### src/rtl/unidade_controle_multiciclo_if.sv
// Control-unit bundle: opcode/input-valid toward the FSM, datapath controls back.
interface unidade_controle_multiciclo_if #(
    parameter int OPCODE_W = 6,
    parameter int SINAL_W  = 6
);
    logic [OPCODE_W-1:0] OpCode;
    logic                Entrada_Valida;
    logic [1:0]          Reg_Dst;
    logic                ALU_Op;
    logic                Mem_Read;
    logic                Mem_Write;
    logic                Mem_To_Reg;
    logic                Reg_Write;
    logic                ALU_Src;
    logic                PC_Src;
    logic                Print;
    logic                Jump_Register;
    logic [1:0]          Entrada;
    logic                Esperar_Entrada;
    logic [SINAL_W-1:0]  Sinal;
    logic                PC_Write;
    logic                PC_Write_Cond;
    logic                IR_Write;
    logic [2:0]          Estado;
    logic                Erro_Opcode;

    modport slave (
        input  OpCode, Entrada_Valida,
        output Reg_Dst, ALU_Op, Mem_Read, Mem_Write, Mem_To_Reg, Reg_Write,
               ALU_Src, PC_Src, Print, Jump_Register, Entrada, Esperar_Entrada,
               Sinal, PC_Write, PC_Write_Cond, IR_Write, Estado, Erro_Opcode
    );

    modport master (
        output OpCode, Entrada_Valida,
        input  Reg_Dst, ALU_Op, Mem_Read, Mem_Write, Mem_To_Reg, Reg_Write,
               ALU_Src, PC_Src, Print, Jump_Register, Entrada, Esperar_Entrada,
               Sinal, PC_Write, PC_Write_Cond, IR_Write, Estado, Erro_Opcode
    );
endinterface

### src/rtl/unidade_controle_multiciclo.sv
// Multicycle Moore control unit: fetch/decode/execute/memory/writeback/wait.
module unidade_controle_multiciclo #(
    parameter int OPCODE_W = 6,
    parameter int SINAL_W  = 6,
    parameter int MEM_LAT  = 1
) (
    input  logic                          Clock,
    input  logic                          Reset,
    unidade_controle_multiciclo_if.slave  bus
);
    typedef enum logic [2:0] {
        BUSCA      = 3'd0,
        DECODIFICA = 3'd1,
        EXECUTA    = 3'd2,
        MEMORIA    = 3'd3,
        ESCRITA    = 3'd4,
        ESPERA     = 3'd5
    } estado_t;

    typedef logic [OPCODE_W-1:0] op_t;
    localparam op_t OP_R    = op_t'(6'h00);
    localparam op_t OP_ADDI = op_t'(6'h01);
    localparam op_t OP_SUBI = op_t'(6'h02);
    localparam op_t OP_LW   = op_t'(6'h03);
    localparam op_t OP_SW   = op_t'(6'h04);
    localparam op_t OP_BEQ  = op_t'(6'h05);
    localparam op_t OP_BNE  = op_t'(6'h06);
    localparam op_t OP_J    = op_t'(6'h07);
    localparam op_t OP_JI   = op_t'(6'h08);
    localparam op_t OP_JR   = op_t'(6'h09);
    localparam op_t OP_OUT  = op_t'(6'h0A);
    localparam op_t OP_IN   = op_t'(6'h0B);
    localparam op_t OP_JAL  = op_t'(6'h0C);
    localparam op_t OP_WAIT = op_t'(6'h0D);
    localparam op_t OP_LI   = op_t'(6'h3F);
    localparam logic [3:0] CNT_LOAD = 4'(MEM_LAT - 1);

    estado_t      state_q, state_d;
    op_t          op_q, op_d;
    logic [3:0]   cnt_q, cnt_d;
    logic         erro_q, erro_d;

    logic [1:0]         reg_dst, entrada;
    logic [SINAL_W-1:0] sinal;
    logic alu_op, alu_src, mem_read, mem_write, mem_to_reg, reg_write;
    logic pc_src, pc_write, pc_write_cond, ir_write, print, jump_reg, esperar;

    always_ff @(posedge Clock or posedge Reset) begin
        if (Reset) begin
            state_q <= BUSCA;
            op_q    <= '0;
            cnt_q   <= '0;
            erro_q  <= 1'b0;
        end else begin
            state_q <= state_d;
            op_q    <= op_d;
            cnt_q   <= cnt_d;
            erro_q  <= erro_d;
        end
    end

    always_comb begin
        state_d       = state_q;
        op_d          = op_q;
        cnt_d         = cnt_q;
        erro_d        = erro_q;
        reg_dst       = 2'b00;
        entrada       = 2'b00;
        sinal         = '0;
        alu_op        = 1'b0;
        alu_src       = 1'b0;
        mem_read      = 1'b0;
        mem_write     = 1'b0;
        mem_to_reg    = 1'b0;
        reg_write     = 1'b0;
        pc_src        = 1'b0;
        pc_write      = 1'b0;
        pc_write_cond = 1'b0;
        ir_write      = 1'b0;
        print         = 1'b0;
        jump_reg      = 1'b0;
        esperar       = 1'b0;

        // ALU/destination selects stay stable from EXECUTA through writeback
        if (state_q == EXECUTA || state_q == MEMORIA || state_q == ESCRITA) begin
            case (op_q)
                OP_R:         begin alu_op = 1'b1; reg_dst = 2'b01; end
                OP_ADDI:      alu_src = 1'b1;
                OP_SUBI:      begin alu_src = 1'b1; sinal = SINAL_W'(6'h01); end
                OP_LW, OP_SW: alu_src = 1'b1;
                OP_BEQ:       sinal = SINAL_W'(6'h21);
                OP_BNE:       sinal = SINAL_W'(6'h23);
                OP_JI:        sinal = SINAL_W'(6'h01);
                OP_JAL:       begin sinal = SINAL_W'(6'h20); reg_dst = 2'b10; entrada = 2'b10; end
                OP_LI:        reg_dst = 2'b01;
                OP_IN:        entrada = 2'b01;
                default:      ;
            endcase
        end

        case (state_q)
            BUSCA: begin
                // Reset holds the fetch strobes low even though the state is BUSCA
                ir_write = ~Reset;
                pc_write = ~Reset;
                state_d  = DECODIFICA;
            end
            DECODIFICA: begin
                op_d = bus.OpCode;
                if (bus.OpCode == OP_WAIT)
                    state_d = ESPERA;
                else if (bus.OpCode < OP_WAIT || bus.OpCode == OP_LI)
                    state_d = EXECUTA;
                else begin
                    state_d = BUSCA;
                    erro_d  = 1'b1;
                end
            end
            EXECUTA: begin
                state_d = BUSCA;
                case (op_q)
                    OP_LW, OP_SW: begin state_d = MEMORIA; cnt_d = CNT_LOAD; end
                    OP_R, OP_ADDI, OP_SUBI, OP_IN, OP_LI: state_d = ESCRITA;
                    OP_BEQ, OP_BNE: begin pc_src = 1'b1; pc_write_cond = 1'b1; end
                    OP_J, OP_JI:    begin pc_src = 1'b1; pc_write = 1'b1; end
                    OP_JR:          begin jump_reg = 1'b1; pc_write = 1'b1; end
                    OP_JAL:         begin pc_src = 1'b1; pc_write = 1'b1; reg_write = 1'b1; end
                    OP_OUT:         print = 1'b1;
                    default: ;
                endcase
            end
            MEMORIA: begin
                mem_read  = (op_q == OP_LW);
                mem_write = (op_q != OP_LW);
                if (cnt_q == 4'd0)
                    state_d = (op_q == OP_LW) ? ESCRITA : BUSCA;
                else
                    cnt_d = cnt_q - 4'd1;
            end
            ESCRITA: begin
                reg_write  = 1'b1;
                mem_to_reg = (op_q == OP_LW);
                state_d    = BUSCA;
            end
            ESPERA: begin
                esperar = 1'b1;
                if (bus.Entrada_Valida)
                    state_d = BUSCA;
            end
            default: state_d = BUSCA;
        endcase
    end

    assign bus.Reg_Dst         = reg_dst;
    assign bus.ALU_Op          = alu_op;
    assign bus.Mem_Read        = mem_read;
    assign bus.Mem_Write       = mem_write;
    assign bus.Mem_To_Reg      = mem_to_reg;
    assign bus.Reg_Write       = reg_write;
    assign bus.ALU_Src         = alu_src;
    assign bus.PC_Src          = pc_src;
    assign bus.Print           = print;
    assign bus.Jump_Register   = jump_reg;
    assign bus.Entrada         = entrada;
    assign bus.Esperar_Entrada = esperar;
    assign bus.Sinal           = sinal;
    assign bus.PC_Write        = pc_write;
    assign bus.PC_Write_Cond   = pc_write_cond;
    assign bus.IR_Write        = ir_write;
    assign bus.Estado          = state_q;
    assign bus.Erro_Opcode     = erro_q;
endmodule

### src/flat_wrapper.sv
// flat-port wrapper written by rule: the top's interface ports become plain ports
module unidade_controle_multiciclo_flat 
#(
    parameter int OPCODE_W = 6,
    parameter int SINAL_W  = 6,
    parameter int MEM_LAT  = 1
)
  (Clock, Reset, bus_OpCode, bus_Entrada_Valida, bus_Reg_Dst, bus_ALU_Op, bus_Mem_Read, bus_Mem_Write, bus_Mem_To_Reg, bus_Reg_Write, bus_ALU_Src, bus_PC_Src, bus_Print, bus_Jump_Register, bus_Entrada, bus_Esperar_Entrada, bus_Sinal, bus_PC_Write, bus_PC_Write_Cond, bus_IR_Write, bus_Estado, bus_Erro_Opcode);
  unidade_controle_multiciclo_if #(.OPCODE_W(OPCODE_W), .SINAL_W(SINAL_W)) bus_i ();
  input  logic Clock;
  input  logic Reset;
  input wire logic [$bits(bus_i.OpCode)-1:0] bus_OpCode;
  input wire logic [$bits(bus_i.Entrada_Valida)-1:0] bus_Entrada_Valida;
  output wire logic [$bits(bus_i.Reg_Dst)-1:0] bus_Reg_Dst;
  output wire logic [$bits(bus_i.ALU_Op)-1:0] bus_ALU_Op;
  output wire logic [$bits(bus_i.Mem_Read)-1:0] bus_Mem_Read;
  output wire logic [$bits(bus_i.Mem_Write)-1:0] bus_Mem_Write;
  output wire logic [$bits(bus_i.Mem_To_Reg)-1:0] bus_Mem_To_Reg;
  output wire logic [$bits(bus_i.Reg_Write)-1:0] bus_Reg_Write;
  output wire logic [$bits(bus_i.ALU_Src)-1:0] bus_ALU_Src;
  output wire logic [$bits(bus_i.PC_Src)-1:0] bus_PC_Src;
  output wire logic [$bits(bus_i.Print)-1:0] bus_Print;
  output wire logic [$bits(bus_i.Jump_Register)-1:0] bus_Jump_Register;
  output wire logic [$bits(bus_i.Entrada)-1:0] bus_Entrada;
  output wire logic [$bits(bus_i.Esperar_Entrada)-1:0] bus_Esperar_Entrada;
  output wire logic [$bits(bus_i.Sinal)-1:0] bus_Sinal;
  output wire logic [$bits(bus_i.PC_Write)-1:0] bus_PC_Write;
  output wire logic [$bits(bus_i.PC_Write_Cond)-1:0] bus_PC_Write_Cond;
  output wire logic [$bits(bus_i.IR_Write)-1:0] bus_IR_Write;
  output wire logic [$bits(bus_i.Estado)-1:0] bus_Estado;
  output wire logic [$bits(bus_i.Erro_Opcode)-1:0] bus_Erro_Opcode;
  assign bus_i.OpCode = bus_OpCode;
  assign bus_i.Entrada_Valida = bus_Entrada_Valida;
  assign bus_Reg_Dst = bus_i.Reg_Dst;
  assign bus_ALU_Op = bus_i.ALU_Op;
  assign bus_Mem_Read = bus_i.Mem_Read;
  assign bus_Mem_Write = bus_i.Mem_Write;
  assign bus_Mem_To_Reg = bus_i.Mem_To_Reg;
  assign bus_Reg_Write = bus_i.Reg_Write;
  assign bus_ALU_Src = bus_i.ALU_Src;
  assign bus_PC_Src = bus_i.PC_Src;
  assign bus_Print = bus_i.Print;
  assign bus_Jump_Register = bus_i.Jump_Register;
  assign bus_Entrada = bus_i.Entrada;
  assign bus_Esperar_Entrada = bus_i.Esperar_Entrada;
  assign bus_Sinal = bus_i.Sinal;
  assign bus_PC_Write = bus_i.PC_Write;
  assign bus_PC_Write_Cond = bus_i.PC_Write_Cond;
  assign bus_IR_Write = bus_i.IR_Write;
  assign bus_Estado = bus_i.Estado;
  assign bus_Erro_Opcode = bus_i.Erro_Opcode;
  unidade_controle_multiciclo #(.OPCODE_W(OPCODE_W), .SINAL_W(SINAL_W), .MEM_LAT(MEM_LAT)) u_core (.Clock(Clock), .Reset(Reset), .bus(bus_i));
endmodule
### config.mk
export PLATFORM = sky130hd
export DESIGN_NAME = unidade_controle_multiciclo_flat
export DESIGN_NICKNAME = d
export VERILOG_FILES = /design/src/rtl/unidade_controle_multiciclo_if.sv /design/src/rtl/unidade_controle_multiciclo.sv /design/src/flat_wrapper.sv
export SDC_FILE = /design/constraint.sdc
export NUM_CORES = 1
export LEC_CHECK = 0
export ABC_AREA = 1
export BUFFER_PORTS_ARGS = -buffer_cell sky130_fd_sc_hd__buf_2
export CORE_MARGIN = 2
export CORE_UTILIZATION = 50
export CTS_CLUSTER_DIAMETER = 60
export CTS_CLUSTER_SIZE = 24
export DETAILED_ROUTE_END_ITERATION = 10
export PLACE_DENSITY_LB_ADDON = 0.08
export SLEW_MARGIN = 20
export SYNTH_ARGS = -nofsm -noshare
export SYNTH_HDL_FRONTEND = slang
export SYNTH_SLANG_ARGS = --single-unit
### constraint.sdc
create_clock -name Clock -period 1.41 [get_ports Clock]
set_input_delay 0.141 -clock Clock [delete_from_list [all_inputs] [get_ports Clock]]
set_output_delay 0.141 -clock Clock [all_outputs]
set_load 0.01 [all_outputs]
[Word level (Yosys, flattened, before mapping)]
Index checks and enable logic that the tools add are counted.
Operators by class
  add/subtract/negate cells: 1
  order comparisons: 1
  equality and inequality tests: 25
  multiplexer cells: 37
  bitwise operators: 3
  reduce and logical (&&, ||, !) cells: 18
Operators with widths (number)
  $eq A6 B4 Y1 const B: 6
  $eq A6 B3 Y1 const B: 4
  $pmux W6 S4: 1
  $mux W1: 19
  $pmux W3 S5: 1
  $eq A6 B2 Y1 const B: 2
  $eq A6 B6 Y1 const B: 2
  $mux W3: 4
  $reduce_or A5 Y1: 2
  $mux W4: 2
  $ne A2 B2 Y1 const B: 4
  $pmux W2 S2: 2
  $pmux W4 S2: 1
  $reduce_or A2 Y1: 4
  $reduce_or A4 Y1: 2
  $eq A3 B2 Y1 const B: 2
  $eq A3 B3 Y1 const B: 2
  $eq A6 B1 Y1 const B: 1
  $logic_not A6 Y1: 1
  $lt A6 B4 Y1 const B: 1
  $mux W2: 3
  $mux W6: 1
  $ne A6 B2 Y1 const B: 1
  $pmux W3 S2: 1
  10 further kinds: 16
Word-level totals
  register bits: 14
  bits of input ports: 9
  output and inout port bits: 27
  logic and storage cells: 89

[Depth between registers and ports, before layout]
Gate-level depths: netlist (run 1).
  word-level depth: 5
  mapped depth: 9

[Worst setup path after synthesis (run 1)]
No wires, ideal clock.
  kind: register to output
  from: register u_core.state_q[2], in the netlist u_core.bus.Estado[2]
  to: output bus_PC_Src
  data arrival time: 1167 ps
  data required time: 1269 ps
  path slack: 102 ps
  stages on the path, launching flop included: 6
  cell sequence: dfrtp_1 -> inv_1 -> nand2_2 -> nor2_4 -> inv_1 -> o21ai_0
Between the ends
  longest elaborated chain between the ends: 2
RTL lines
  from (decl): RTL line unidade_controle_multiciclo.sv:38  | estado_t state_q, state_d;
  from (signal assigned): RTL line unidade_controle_multiciclo.sv:55  | state_q <= state_d;
  $eq A3 B2 Y1: RTL line unidade_controle_multiciclo.sv:101  | case (state_q)
  $mux W1: RTL line unidade_controle_multiciclo.sv:101
  to (decl): RTL line flat_wrapper.sv:21  | output wire logic [$bits(bus_i.PC_Src)-1:0] bus_PC_Src;
No other way between the ends.

[Worst setup path in the final report (run 1)]
  from: register u_core.state_q[2], in the netlist u_core.bus.Estado[2]
  to: output bus_Entrada[1]
Between the ends
  longest elaborated chain between the ends: 4
  elaborated cells between the ends (all ways): 6
RTL lines
  $eq A3 B2 Y1: RTL line unidade_controle_multiciclo.sv:85  | if (state_q == EXECUTA || state_q == MEMORIA || state_q == ESCRITA) begin
  $logic_or A1 B1 Y1: RTL line unidade_controle_multiciclo.sv:85
  $logic_or A1 B1 Y1 *: RTL line unidade_controle_multiciclo.sv:85
  $mux W2 *: RTL line unidade_controle_multiciclo.sv:85
  to (decl): RTL line flat_wrapper.sv:24  | output wire logic [$bits(bus_i.Entrada)-1:0] bus_Entrada;
Mark *: on every way between the ends. The rest lies on a longest branch, timed or not.

==> metrics, run 1 <==
post-synthesis adder-cell area fraction 0.0230; RSZ-0062 raised after global routing yes; worst endpoint required time 1.27 ns; routed length per instance 16.6 µm; register-to-register setup slack -0.12 ns; largest fanout on the critical path 4; clk root buf clkbuf_4; Hold Path Sink u_core.op_q[3]; crit path DAT approximately 1.6 ns; htree depth 1; number of max-cap violations 0; RR Startpoint u_core.op_q[0]; fin util 0.876; Crit path top cell by count buf_6; final hold violations 0; clock transition at the registers of the reported paths 0.09 ns; Chip Height 50.7 µm; gr usage total 0.237; worst hold path type input port to flip-flop; Gate Count Post-Synth 159; Final Cell Area 0.00175 mm²; core box area 0.00200 mm²; Post-synth EDFFs 0; CTS tree yes; most common cell in the netlist nand2_1; Worst-Skew Late Latency 0.29 ns; WL final ~4100 µm; number of synthesized register bits 14; number of global-route vias before repair about 1100; DPL Wire Length 1930 µm; # IOs 36; delay of the slowest critical-path stage 0.42 ns; cell area after synthesis around 0.0011 mm²; worst setup margin -0.344 ns; Worst path slowest cell dfrtp_1; Die W 50.7 µm; crit path buf inv count 4; synth warn 0; DIE AREA 0.00257 mm²; post-route antenna net violation count 0; post-synthesis sequential area ratio 0.321; placed cell areas 0.00129 mm²; violated checks negative setup slack; critical setup path kind flip-flop to primary output; Crit Reg-Reg Endpoint u_core.bus.Estado[2]; Synth Area in XOR/XNOR 0; total power between 3000 and 4000 µW; final setup fails 24; ys flop type dfrtp_1; endpoint type of the worst setup path primary output; DR DRC count 0; fin crit period between 1.5 and 2 ns; Core Rows 16; fin. max-slew vios 0; Rel. slew slack 0.634; drt pass-1 iters 4; antenna cells 0; vias per std cell between 5 and 6; Hold WS 0.112 ns; post-synthesis mux area share 0; Initial Utilization 0.544; Leak ~0.00093 µW; Iteration-0 DRC Markers 65; FF-to-FF path depth 10; Synth area leader dfrtp_1; commonest cells in the netlist nand2_1 (32), inv_1 (27), nor2_1 (19); Slew @ Worst Pin 0.548 ns; gpl congestion 0.830; Pwr Density 1710 mW/mm²; clock sink total 14; compound-cell area share of the yosys netlist 0.146; Hold Path Cell Cnt 3; fmax 0.570 GHz; Peak supply drop 0.00176 V; HP Start bus_OpCode[3]; mean cell area of the mapped netlist between 6 and 7 µm²; largest net degree at the start of global routing 15; nets 234; total gr overflow 0; ys async rst share 1.00; TNS Setup -5.13 ns; initial antenna violation count 0; area grow syn2layout 60.8%; Crit path max-delay family buffers and inverters; first-pass GRT wire length ~4700 µm; cells along the critical path inv_2, buf_6, nor3_4, buf_6, nor2_4, nor2_1, buf_2; startpoint types flip-flop; Max Buffers Root-to-Sink 2; main area contributors after synthesis dfrtp_1 (32%), nand2_1 (11%), inv_1 (9.3%); largest family of logic cells by synthesized area simple AND/OR/NAND/NOR gates; vias post-DR 1406; Final Cycle Share 1.24; Netlist cell types 27; run status finished, violations left; top cell type's share of synthesized area 0.321; fraction of the mapped netlist area in simple logic gates 0.378; share of cells above drive strength 1 0.581; clk_skew 0.00288 ns; IO Port Bufs 32; TritonCTS Buffers 3
-- logic make-up (layout without fill, tap and decap cells) --
logic type / count (synthesis) / after routing
AOI/OAI and AO/OA: 27 / 27
adders and majority gates: 2 / 2
and+or+nand+nor: 81 / 82
other: 1 / 3
DFF: 14 / 14
buffers and inverters: 34 / 94
-- sequential cells by signal, summed over array words and instances (netlist names) --
register,flops
u_core.bus.Erro_Opcode,1
u_core.op_q,6
u_core.cnt_q,4
u_core.bus.Estado,3
-- metrics by stage --
| stage | setup slack, ns | cells |
|---|---|---|
| floorplan | 0.102 | 161 |
| CTS | -0.214 | 234 |
| finish | -0.344 | 249 |
| global placement | 0.0579 | 219 |
| global route | -0.371 | 249 |
| detailed placement | 0.0332 | 219 |
-- cells in the final DEF, fill, tap and decap left out, drive strengths merged, types with 2 or more instances in the layout --
cell	n
nand3	8
o21bai	2
inv	30
nor2	28
nand4	3
nor3	3
clkbuf	4
a21oi	8
nand2	39
ha	2
conb	3
o21ai	13
dfrtp	14
buf	59
-- area by class of cell --
cell class	instances	area, µm²
multi-input cells	114	774
clock buffers	4	36.3
well taps	27	33.8
inverters	30	115
repair buffers	60	435
flip-flops and latches	14	358
fillers	90	249
-- report_power, final --
group | switching [µW] | leakage, µW | internal (µW)
Sequential | 231 | 0.000167 | 543
Combinational | 1110 | 0.000747 | 824
Clock | 141 | 0.0000210 | 157
Total | 1480 | 0.000935 | 1520
-- per-layer routing --
metal	global-route usage	routed length [µm]	vias to the layer above
li1	-	-	630
met1	0.311	1630	654
met2	0.395	1960	90
met3	0.0149	265	32
met4	0.117	286	0
met5	0	0	-
-- worst max path at each step --
stage	start	to	slack [ns]	depth (start not counted)
5_1_grt	u_core.op_q[0]	bus_Sinal[0]	-0.37	6
4_1_cts	u_core.op_q[4]	bus_ALU_Src	-0.21	6
3_5_place_dp	u_core.op_q[3]	bus_ALU_Src	0.03	8
6_report	u_core.bus.Estado[2]	bus_Entrada[1]	-0.34	7
3_3_place_gp	u_core.op_q[3]	bus_ALU_Src	0.06	8
2_1_floorplan	u_core.bus.Estado[2]	bus_PC_Src	0.10	5
-- worst reg2reg max path: stages, from the launching register on --
cell	delay, ns
dfrtp_2	0.46
inv_2	0.07
nand2_2	0.10
nand2_2	0.07
buf_4	0.14
nand2_2	0.08
nand2_1	0.06
o21bai_1	0.18
nand2_1	0.08
nand2_1	0.09
nand2_1	0.09
-- repair_timing --
item | CTS | global route
buffers inserted | 10 | 14
hold buffers | 1 | 0
pin swaps | 15 | 19
cloned | 0 | 1
endpoints found under the hold margin | 14 | 0
resized for setup | 30 | 41
endpoints found under the setup margin | 19 | 25
No activity file was read; power rests on OpenSTA's default activity.
==> inputs of run 2 (changes only) <==
--- a/config.mk
+++ b/config.mk
@@ -12,7 +12,9 @@
 export CTS_CLUSTER_DIAMETER = 60
 export CTS_CLUSTER_SIZE = 24
 export DETAILED_ROUTE_END_ITERATION = 10
-export PLACE_DENSITY_LB_ADDON = 0.08
+export GPL_ROUTABILITY_DRIVEN = 0
+export PLACE_DENSITY = 0.87
+export SKIP_LAST_GASP = 1
 export SLEW_MARGIN = 20
 export SYNTH_ARGS = -nofsm -noshare
 export SYNTH_HDL_FRONTEND = slang
==> run 2 against run 1 <==
Compared with the run above:
- the flow still finishes with violations (negative setup slack)
- die area unchanged
- core utilization decreased by 3.4 points
- combinational power decreased by 8%
- sequential share of layout area increased by 0.69 points
- clock skew increased by 0.010 ns
- final area decreased by 3.9%
- routed wire length decreased by 7.3%
- global-route usage increased by 5.5 points
- flip-flop and latch count unchanged
- final cell count decreased by 1.2%
- total power decreased by 5.9%
- largest power group unchanged
==> metrics, run 2 (synthesis gave the netlist of run 1 again) <==
clk root buf clkbuf_4 (unchanged); Hold WS 0.122 ns (was 0.112 ns); TritonCTS Buffers 3 (unchanged); DR DRC count 0 (unchanged); Max Buffers Root-to-Sink 2 (unchanged); Peak supply drop 0.00129 V (was 0.00176 V); non-filler cells, final 246 (was 249); clk_skew 0.0134 ns (was 0.00288 ns); nets 231 (was 234); post-route antenna net violation count 0 (unchanged); area of the multi-input gates 748 µm² (was 774 µm²); routed length per instance 15.6 µm (was 16.6 µm); fin util 0.841 (was 0.876); htree depth 1 (unchanged); fin crit period 1.75 ns (about the same); sequential cell area 355 µm² (was 358 µm²); worst setup margin -0.344 ns (about the same); fill count 103 (was 90); area grow syn2layout 54.5% (was 60.8%); placed cell count 220 (was 219); most common cell after layout, fill and taps aside buf_2 (unchanged); IO Port Bufs 32 (unchanged); number of max-cap violations 0 (unchanged); vias per std cell 5.64 (was 5.65); share of cells above drive strength 1 0.511 (was 0.581); Pwr Density 1680 mW/mm² (was 1710 mW/mm²); fin. max-slew vios 0 (unchanged); DIE AREA 0.00257 mm² (unchanged); first-pass GRT wire length 5690 µm (was 4680 µm); CTS tree yes (unchanged); pre-CTS setup slack 0.0350 ns (was 0.0332 ns); worst endpoint required time 1.27 ns (about the same); vias post-DR 1388 (was 1406); final setup fails 26 (was 24); most frequent cells in the layout buf_2 (31), nand2_1 (26), inv_1 (20) (was buf_2 (29), nand2_1 (21), buf_4 (20)); total gr overflow 0 (unchanged); antenna cells 0 (unchanged); Core Rows 16 (unchanged); number of global-route vias before repair 1233 (was 1064); Slew @ Worst Pin 0.546 ns (was 0.548 ns); Leak 0.000910 µW (was 0.000935 µW); largest net degree at the start of global routing 15 (unchanged); Chip Height 50.7 µm (unchanged); Rel. slew slack 0.635 (was 0.634); final hold violations 0 (unchanged); WL final 3830 µm (was 4140 µm); drt pass-1 iters 4 (unchanged); crit path DAT 1.61 ns (about the same); clock sink total 14 (unchanged); initial antenna violation count 0 (unchanged); Worst-Skew Late Latency 0.30 ns (was 0.29 ns); Die W 50.7 µm (unchanged); # IOs 36 (unchanged); RSZ-0062 raised after global routing yes (unchanged); core box area 0.00200 mm² (unchanged); max FFs per register 6 (unchanged); clock transition at the registers of the reported paths 0.08 ns (was 0.09 ns); critical setup path kind flip-flop to primary output (unchanged); startpoint types flip-flop (unchanged); worst hold path type input port to flip-flop (unchanged); endpoint type of the worst setup path primary output (unchanged); Iteration-0 DRC Markers 55 (was 65); largest fanout on the critical path 4 (unchanged); gr usage total 0.292 (was 0.237); run status finished, violations left (unchanged); fmax 0.570 GHz (about the same); violated checks negative setup slack (unchanged); DPL Wire Length 2030 µm (was 1930 µm); Final Cycle Share 1.24 (about the same); Reg with most FFs u_core.op_q (unchanged); Initial Utilization 0.544 (unchanged)
[run 2: cell types whose count changed in the layout (fill, tap and decap cells not counted), moves of 2 or more]
| cell | change |
|---|---|
| nand2_2 | -2 |
| inv_2 | -6 |
| buf_2 | +2 |
| dfrtp_2 | -2 |
| nand2_4 | -3 |
| nand2_1 | +5 |
| inv_1 | +6 |
| buf_4 | -4 |
| nand3_1 | -2 |
| dfrtp_1 | +2 |
[run 2: worst max-delay path: stages, from the launching register on]
cell	delay [ns]
dfrtp_1	0.44
nor2_4	0.20
nand3_2	0.14
o21ai_2	0.21
inv_1	0.09
a21oi_2	0.11
buf_2	0.13
[run 2: per-layer routing]
metal,wire length (µm),part of all wire,global-route usage,vias up
met3,359,0.094,0.0506,12
li1,-,-,-,625
met2,1900,0.50,0.467,102
met4,66,0.017,0.122,0
met5,0,0,0,-
met1,1510,0.39,0.388,649
[run 2: worst paths after layout]
path                                              from                     end  slack, ns  cells after the start
worst min-delay path                bus_Entrada_Valida    u_core.bus.Estado[2]       0.12                      4
min in group asynchronous                        Reset          u_core.op_q[3]       0.46                      3
max in group asynchronous                        Reset          u_core.op_q[0]       0.54                      3
worst max-delay path                    u_core.op_q[5]             bus_ALU_Src      -0.34                      6
worst min register to register  u_core.bus.Erro_Opcode  u_core.bus.Erro_Opcode       0.49                      1
worst max register to register          u_core.op_q[5]         u_core.cnt_q[2]      -0.17                      8
[run 2: metrics by stage]
| step | total power (µW) | setup TNS, ns | instance area, µm² |
|---|---|---|---|
| detailed placement | 1680 | 0 | 1290 |
| global route | 2970 | -6.24 | 1680 |
| global placement | 1650 | 0 | 1290 |
| finish | 2830 | -5.00 | 1680 |
| CTS | 2480 | -2.55 | 1590 |
| floorplan | 1400 | 0 | 1100 |
[run 2: area by class of cell]
| cell class | instances | share of cell area |
|---|---|---|
| multi-input combinational | 114 | 0.444 |
| sequential | 14 | 0.211 |
| tap | 27 | 0.0201 |
| clock buffer | 4 | 0.0215 |
| timing repair buffer | 57 | 0.235 |
| inverter | 30 | 0.0684 |
[run 2: power by group]
part	total [µW]	internal [µW]	switching, µW
Combinational	1780	756	1030
Sequential	736	537	199
Clock	306	158	148
Total	2830	1450	1380
[run 2: repair_timing]
item	CTS	global route
pin swaps	14	8
buffers inserted	15	4
resized for setup	39	15
hold buffers	1	0
cloned	1	1
endpoints found under the setup margin	19	28
endpoints found under the hold margin	14	0
==> inputs of run 3 (changes only) <==
==> constraint.sdc (replaced) <==
create_clock -name Clock -period 1.8 [get_ports Clock]
set_input_delay 0.18 -clock Clock [delete_from_list [all_inputs] [get_ports Clock]]
set_output_delay 0.18 -clock Clock [all_outputs]
set_load 0.01 [all_outputs]
==> run 3 against run 2 <==
Compared with the run above:
- the flow now finishes without violations
- via count is 16% lower
- die area unchanged
- sequential power decreased by 22%
- sequential share of layout area rose by 4.7 points
- setup slack gained 0.40 ns
- highest routed layer unchanged
- combinational power fell by 54%
- non-clock buffer count is 20 lower
- routed wire length shrank 33%
- final area is 18% lower
- flip-flop and latch count did not move
- first-iteration DRC count decreased by 60%
- register-to-register slack better by 0.56 ns
==> metrics, run 3 (synthesis gave the netlist of run 1 again) <==
RSZ-0062 raised after global routing yes (unchanged); HP Start bus_Entrada_Valida (unchanged); worst hold path type input port to flip-flop (unchanged); Hold Path Sink u_core.bus.Estado[2] (unchanged); crit path DAT 1.56 ns (was 1.61 ns); first-pass GRT wire length 4270 µm (was 5690 µm); Final Cell Area 0.00137 mm² (was 0.00168 mm²); placed cell areas 0.00127 mm² (was 0.00129 mm²); clk root buf clkbuf_4 (unchanged); DIE AREA 0.00257 mm² (unchanged); run status finished, final reports clean (was finished, violations left); FF-to-FF path depth 10 (was 8); Iteration-0 DRC Markers 22 (was 55); # IOs 36 (unchanged); core box area 0.00200 mm² (unchanged); post-route antenna net violation count 0 (unchanged); IO Port Bufs 32 (unchanged); fill count 166 (was 103); drt pass-1 iters 4 (unchanged); Reg with most FFs u_core.op_q (unchanged); Crit Reg-Reg Endpoint u_core.cnt_q[1] (was u_core.cnt_q[2]); gr usage total 0.220 (was 0.292); TritonCTS Buffers 3 (unchanged); area grow syn2layout 25.9% (was 54.5%); Leak 0.000790 µW (was 0.000910 µW); total power 1620 µW (was 2830 µW); max FFs per register 6 (unchanged); number of max-cap violations 0 (unchanged); number of global-route vias before repair 978 (was 1233); Max Buffers Root-to-Sink 2 (unchanged); Hold Path Cell Cnt 4 (unchanged); DPL Wire Length 2000 µm (was 2030 µm); htree depth 1 (unchanged); final hold violations 0 (unchanged); clock transition at the registers of the reported paths 0.09 ns (was 0.08 ns); fin crit period 1.74 ns; RR Startpoint u_core.op_q[2] (was u_core.op_q[5]); register-to-register setup slack 0.39 ns (was -0.17 ns); startpoint types flip-flop (unchanged); Rel. slew slack 0.643 (was 0.635); largest net degree at the start of global routing 17 (was 15); CTS tree yes (unchanged); Pwr Density 1180 mW/mm² (was 1680 mW/mm²); fin. max-slew vios 0 (unchanged); antenna cells 0 (unchanged); critical setup path kind flip-flop to primary output (unchanged); clk_skew 0.00883 ns (was 0.0134 ns); nets 210 (was 231); Core Rows 16 (unchanged); most frequent cells in the layout buf_2 (32), nand2_1 (29), inv_1 (24) (was buf_2 (31), nand2_1 (26), inv_1 (20)); Final Cycle Share 0.969; non-filler cells, final 225 (was 246); most common cell after layout, fill and taps aside buf_2 (unchanged); routed length per instance 11.5 µm (was 15.6 µm); total gr overflow 0 (unchanged); Chip Height 50.7 µm (unchanged); Worst-Skew Late Latency 0.29 ns (was 0.30 ns); endpoint type of the worst setup path primary output (unchanged); DR DRC count 0 (unchanged); WL final 2580 µm (was 3830 µm); fmax 0.574 GHz; final setup fails 0 (was 26); initial antenna violation count 0 (unchanged); Initial Utilization 0.544 (unchanged); Slew @ Worst Pin 0.536 ns (was 0.546 ns); share of cells above drive strength 1 0.374 (was 0.511); largest fanout on the critical path 5 (was 4); clock sink total 14 (unchanged); Hold WS 0.145 ns (was 0.122 ns); vias per std cell 5.18 (was 5.64); placed cell count 217 (was 220); Die W 50.7 µm (unchanged); vias post-DR 1165 (was 1388); Peak supply drop 0.000886 V (was 0.00129 V); worst endpoint required time 1.62 ns (was 1.27 ns)
[run 3: critical path, cell delays in order (launching register included)]
cell and delay (ns):
dfrtp_1 0.44, inv_1 0.12, nand2_1 0.09, nor2_4 0.14, nand2_4 0.09, o21ai_2 0.07
inv_1 0.05, a21oi_1 0.13, buf_2 0.15
[run 3: worst max-delay path by stage]
| stage | slack [ns] | startpoint | cells after the start | end |
|---|---|---|---|---|
| 2_1_floorplan | 0.45 | u_core.bus.Estado[2] | 5 | bus_PC_Src |
| 3_3_place_gp | 0.38 | u_core.bus.Estado[2] | 6 | bus_PC_Src |
| 3_5_place_dp | 0.37 | u_core.op_q[2] | 8 | bus_ALU_Src |
| 4_1_cts | 0.05 | u_core.bus.Estado[2] | 6 | bus_PC_Write |
| 5_1_grt | -0.02 | u_core.op_q[0] | 6 | bus_Sinal[0] |
| 6_report | 0.06 | u_core.op_q[2] | 8 | bus_ALU_Src |
[run 3: through the flow]
step,TNS (ns),utilization,setup WS [ns]
finish,0,0.686,0.0565
global route,-0.0264,0.686,-0.0224
CTS,0,0.658,0.0456
detailed placement,0,0.635,0.367
global placement,0,0.635,0.383
floorplan,0,-,0.453
[run 3: cell type report]
cell class	count	area (µm²)	share of cell area
clock buffer	4	36.3	0.0264
inverter	30	113	0.0820
multi-input combinational	113	636	0.463
sequential	14	354	0.258
tap	27	33.8	0.0246
timing repair buffer	37	200	0.146
[run 3: where the power goes]
part	leakage, µW	internal [µW]	total (µW)	switching [µW]
registers	0.000171	420	577	158
logic	0.000598	287	816	529
clock network	0.0000210	123	229	105
total	0.000790	830	1620	792
[run 3: routing by layer]
metal,track usage,vias to the layer above,wire [µm]
li1,-,576,-
met3,0.0238,11,172
met1,0.285,518,1130
met2,0.351,60,1190
met4,0.131,0,89
met5,0,-,0
[run 3: timing repair]
item,in CTS,in global routing
buffers inserted,0,3
setup endpoints to repair,0,13
gates resized for setup,0,15
hold buffers,1,0
endpoints found under the hold margin,14,0
